<file path="config.mk">
export PLATFORM = sky130hd
export DESIGN_NAME = alu_issue_regfile
export DESIGN_NICKNAME = d
export VERILOG_FILES = /design/src/rtl/alu_issue_regfile.sv
export SDC_FILE = /design/constraint.sdc
export NUM_CORES = 1
export LEC_CHECK = 0
export CAP_MARGIN = 25
export CELL_PAD_IN_SITES_DETAIL_PLACEMENT = 0
export CELL_PAD_IN_SITES_GLOBAL_PLACEMENT = 1
export CORE_ASPECT_RATIO = 0.75
export CORE_MARGIN = 10
export CORE_UTILIZATION = 37
export CTS_BUF_LIST = sky130_fd_sc_hd__clkbuf_4 sky130_fd_sc_hd__clkbuf_8
export CTS_CLUSTER_DIAMETER = 120
export CTS_CLUSTER_SIZE = 14
export DETAILED_ROUTE_END_ITERATION = 8
export PLACE_DENSITY_LB_ADDON = 0.1
export SYNTH_ARGS = -nofsm -noshare
export SYNTH_HDL_FRONTEND = slang
export SYNTH_SLANG_ARGS = --single-unit
</file>
<file path="constraint.sdc">
create_clock -name clk -period 1.6 [get_ports clk]
set_input_delay 0.32 -clock clk [delete_from_list [all_inputs] [get_ports clk]]
set_output_delay 0.32 -clock clk [all_outputs]
set_load 0.01 [all_outputs]
</file>
<file path="src/rtl/alu_issue_regfile.sv">
// alu_issue_regfile: issue stage sitting directly in front of the 4-bit
// Decode_And_Execute ALU.
//
// It accepts one packed instruction at a time over a valid/ready handshake. On
// acceptance it reads both source operands from a small register file and
// registers them, together with the opcode, onto the ALU inputs. One cycle
// later it writes the ALU's combinational result back to the destination
// register.
//
// Ports:
//   clk, rst         clock; synchronous active-high reset
//   instr_valid      instruction presented
//   instr_ready      stage can accept (high only in IDLE)
//   instr            {sel[2:0], dst, src_a, src_b}
//   host_we/addr/data  host register write port, honoured on any edge
//   alu_rs/rt/sel    registered operands and opcode driven to the ALU
//   alu_rd           combinational ALU result, consumed during EXEC
//   done             one-cycle pulse after each writeback
//   result           value written by the most recently retired instruction
//   dbg_addr/data    combinational debug read of the register file
//   retire_cnt       retired-instruction counter, wraps modulo 2**CNT_W
module alu_issue_regfile #(
  parameter int unsigned DATA_W = 4,
  parameter int unsigned ADDR_W = 2,
  parameter int unsigned CNT_W  = 8
) (
  input  logic                  clk,
  input  logic                  rst,
  input  logic                  instr_valid,
  output logic                  instr_ready,
  input  logic [3+3*ADDR_W-1:0] instr,
  input  logic                  host_we,
  input  logic [ADDR_W-1:0]     host_addr,
  input  logic [DATA_W-1:0]     host_data,
  output logic [DATA_W-1:0]     alu_rs,
  output logic [DATA_W-1:0]     alu_rt,
  output logic [2:0]            alu_sel,
  input  logic [DATA_W-1:0]     alu_rd,
  output logic                  done,
  output logic [DATA_W-1:0]     result,
  input  logic [ADDR_W-1:0]     dbg_addr,
  output logic [DATA_W-1:0]     dbg_data,
  output logic [CNT_W-1:0]      retire_cnt
);

  localparam int unsigned NumRegs = 2 ** ADDR_W;

  typedef enum logic [0:0] {
    StIdle,
    StExec
  } state_e;

  state_e state_q, state_d;

  // Register file and pipeline state.
  logic [DATA_W-1:0] regs_q [NumRegs];
  logic [DATA_W-1:0] regs_d [NumRegs];

  logic [DATA_W-1:0] alu_rs_q, alu_rs_d;
  logic [DATA_W-1:0] alu_rt_q, alu_rt_d;
  logic [2:0]        alu_sel_q, alu_sel_d;
  logic [ADDR_W-1:0] dst_q, dst_d;
  logic              done_q, done_d;
  logic [DATA_W-1:0] result_q, result_d;
  logic [CNT_W-1:0]  retire_cnt_q, retire_cnt_d;

  // Instruction field decode.
  logic [2:0]        instr_sel;
  logic [ADDR_W-1:0] instr_dst;
  logic [ADDR_W-1:0] instr_src_a;
  logic [ADDR_W-1:0] instr_src_b;

  assign instr_sel   = instr[3+3*ADDR_W-1 -: 3];
  assign instr_dst   = instr[3*ADDR_W-1 -: ADDR_W];
  assign instr_src_a = instr[2*ADDR_W-1 -: ADDR_W];
  assign instr_src_b = instr[ADDR_W-1:0];

  logic accept;

  assign instr_ready = (state_q == StIdle);
  assign accept      = instr_valid & instr_ready;

  // ---------------------------------------------------------------------------
  // FSM
  // ---------------------------------------------------------------------------
  always_comb begin
    state_d = state_q;
    unique case (state_q)
      StIdle: begin
        if (accept) begin
          state_d = StExec;
        end
      end
      StExec: begin
        // The ALU is purely combinational, so EXEC always lasts one cycle.
        state_d = StIdle;
      end
      default: begin
        state_d = StIdle;
      end
    endcase
  end

  always_ff @(posedge clk) begin
    if (rst) begin
      state_q <= StIdle;
    end else begin
      state_q <= state_d;
    end
  end

  // ---------------------------------------------------------------------------
  // Datapath next state
  // ---------------------------------------------------------------------------
  always_comb begin
    regs_d       = regs_q;
    alu_rs_d     = alu_rs_q;
    alu_rt_d     = alu_rt_q;
    alu_sel_d    = alu_sel_q;
    dst_d        = dst_q;
    done_d       = 1'b0;
    result_d     = result_q;
    retire_cnt_d = retire_cnt_q;

    if (host_we) begin
      regs_d[host_addr] = host_data;
    end

    // Operands come from regs_q, so a host write on the acceptance edge is
    // not forwarded: the instruction sees the old value.
    if (accept) begin
      alu_sel_d = instr_sel;
      alu_rs_d  = regs_q[instr_src_a];
      alu_rt_d  = regs_q[instr_src_b];
      dst_d     = instr_dst;
    end

    // Assigned after the host write so the ALU writeback wins on a collision.
    if (state_q == StExec) begin
      regs_d[dst_q] = alu_rd;
      result_d      = alu_rd;
      done_d        = 1'b1;
      retire_cnt_d  = retire_cnt_q + CNT_W'(1);
    end
  end

  always_ff @(posedge clk) begin
    if (rst) begin
      regs_q       <= '{default: '0};
      alu_rs_q     <= '0;
      alu_rt_q     <= '0;
      alu_sel_q    <= '0;
      dst_q        <= '0;
      done_q       <= 1'b0;
      result_q     <= '0;
      retire_cnt_q <= '0;
    end else begin
      regs_q       <= regs_d;
      alu_rs_q     <= alu_rs_d;
      alu_rt_q     <= alu_rt_d;
      alu_sel_q    <= alu_sel_d;
      dst_q        <= dst_d;
      done_q       <= done_d;
      result_q     <= result_d;
      retire_cnt_q <= retire_cnt_d;
    end
  end

  // ---------------------------------------------------------------------------
  // Outputs
  // ---------------------------------------------------------------------------
  assign alu_rs     = alu_rs_q;
  assign alu_rt     = alu_rt_q;
  assign alu_sel    = alu_sel_q;
  assign done       = done_q;
  assign result     = result_q;
  assign retire_cnt = retire_cnt_q;
  assign dbg_data   = regs_q[dbg_addr];

endmodule

</file>
==> metrics.txt <==
status finished, final reports clean; DRT antenna net count 0; Worst Skew 0.0109 ns; # fillers 510; IO Port Bufs 53; dpl ws -0.699 ns; GRT Resource Usage Total 12.7%; placed inst area 2780 um^2; RSZ-0062 raised after global routing yes; initial DRC count 79; Die X-Extent 105 um; Top Family by Delay on Critical Path multiplexers; # DRC 0; top cells by area, synth dfxtp_1, mux4_2, mux2i_1; number of global-route vias before repair 1686; Hold Path Class reg -> reg; Max H-tree Level 2; clock power share 33.6%; hold buffers post-CTS 0; num ports 54; Tcrit/Tclk final 99.0%; CTS tree yes; synthesized cell area 1990 um^2; setup bufs post-CTS 0; Fin. Hold Viols 0; drt total wl 5.54 mm; Worst Tran Pin Value 0.535 ns; sw frac 24.6%; initial antenna violation count 0; Setup crit end kind output port; vias per std cell 4.88; Num CTS Buffers 5; CTS root buf clkbuf_8; Avg Inst Size Synth 9.88 um^2; Arr. time, crit path 1.26 ns; setup_tns 0 ns; ANT cells 0; clk buf depth 2; Final Setup Violations 0; largest net degree at the start of global routing 44; P per Cell Area 810 nW/um^2; die height 83.4 um; Mapped Cells 201; Routed WL per cell 15.7 um; synth unique cells 23; max_cap viols 0; Worst Hold Depth 2; Async SR Flop Fraction 0%; clock-pin slew on the worst setup and hold paths 0.08 ns; switching power 0.000575 W; Startpoint Class flip-flop; router iterations before antenna repair 4; crit-path cells mux4_2 -> buf_6; Critical path buffers and inverters 1; Highest Clock Rate 631 MHz; CTS Sinks 43; share of cells above drive strength 1 21.9%; met1 WL 2.95 mm; WS Path Type reg -> out; most frequent cells after synthesis dfxtp_1, nand2_1, nor2_1, mux2i_1; placed cells 345; RD Place Congestion 0.874; HPWL Detailed 4.31 mm; P&R area growth vs syn 45.1%; Vias 1724; sequential area share after synthesis 43.4%; CP required 1.28 ns; WL met3 330 um; die area 8730 um^2; YS warnings 0; reg2reg setup slack 0.32 ns; LEAKAGE 1.15 nW; setup ws final 0.0162 ns; R2R depth 3; EDFF count, synth 0; Final Critical Period 1.58 ns; post-layout instance area 2880 um^2; clk_lat worst skew 0.30 ns; cell taking the most area after synthesis dfxtp_1; initial core utilization 37.7%; Mapped Nets 227; # rows 23; Core Area 5270 um^2; Detail Route met2 WL 2.23 mm; CP max FO 2; WHS 0.452 ns; Levels on crit path 2; Power Internal 0.00176 W; slowest CP cell mux4_2; Synth Flop Type dfxtp_1; Worst path max stage delay 0.49 ns; GRT overflow 0; Post-CTS Resized 26; non-filler cells, final 353; first-pass GRT wire length 9.14 mm; Max rail drop VDD 0.000399 V; top sig layer met4; final layout net count 303; top-area cell type share of the netlist area 43.4%; relative slew slack 64.4%; Yosys reg bits 43; Comb pwr share 17.2%; most instantiated library cell after synthesis dfxtp_1; max-slew violation count 0; Sequential Power Share 49.2%
path summary, 6_finish.rpt:
| path | start | end |
|---|---|---|
| hold / removal | alu_sel[2]$_SDFFE_PP0P_ | alu_sel[2]$_SDFFE_PP0P_ |
| setup / recovery | regs_q[0]$_SDFF_PP0_ | dbg_data[0] |
| setup reg to reg | state_q$_SDFF_PP0_ | retire_cnt[5]$_SDFFE_PP0P_ |
| hold reg to reg | alu_sel[2]$_SDFFE_PP0P_ | alu_sel[2]$_SDFFE_PP0P_ |
per-layer routing:
layer  global-route usage (%)  up-vias
li1                         -      878
met2                     17.6       42
met5                        0        -
met1                     18.6      799
met4                     2.99        0
met3                     3.78        5
cells in the final DEF, fill, tap and decap left out, drive strengths merged, types with 8 or more instances in the layout:
cell type,n
a211oi,16
dfxtp,43
buf,31
nor2,27
clkdlybuf4s50,46
nand2,28
a21oi,16
mux4,12
mux2i,21
clkbuf,8
registers in the layout, indices dropped and copies added, names as in the netlist:
register and count:
alu_rs 4, alu_rt 4, alu_sel 3, done 1, dst_q 2, regs_q 16
result 4, retire_cnt 8, state_q 1
logic make-up (layout without fill, tap and decap cells):
kind of cell	after synthesis	count (layout)	share of synthesized area [%]
adders and majority gates	1	1	0.630
buffers and inverters	12	89	2.71
muxes	33	33	24.2
DFF	43	43	43.4
xor gates and xnor gates	4	4	1.76
and+or+nand+nor	73	73	16.5
AOI/OAI and AO/OA	35	35	10.8
power groups by stage:
stage	Combinational, W	Sequential (W)	Clock, W
after detailed placement	0.000407	0.00117	0
after floorplan	0.000171	0.00118	0
after CTS	0.000400	0.00115	0.000811
after global placement	0.000403	0.00117	0
final	0.000402	0.00115	0.000784
after global routing	0.000436	0.00115	0.000849
worst reg2reg max path, cell delays in order (launching register included):
cell and delay (ns):
dfxtp_2 0.43, nand4_1 0.25, or3_1 0.40, a21oi_1 0.14
area by class of cell:
type / instances / area [um^2] / area share [%]
inverter: 1 / 3.75 / 0.130
clock buffer: 8 / 104 / 3.60
timing repair buffer: 80 / 739 / 25.7
multi-input combinational: 146 / 1070 / 37.2
sequential: 43 / 870 / 30.2
tap: 75 / 93.8 / 3.26
stage by stage:
stage	util (%)	total power, W
detailed placement	52.7	0.00158
CTS	54.4	0.00236
global placement	52.7	0.00158
finish	54.7	0.00233
global route	54.7	0.00244
floorplan	-	0.00135
Power figures use the tool's default switching activity.
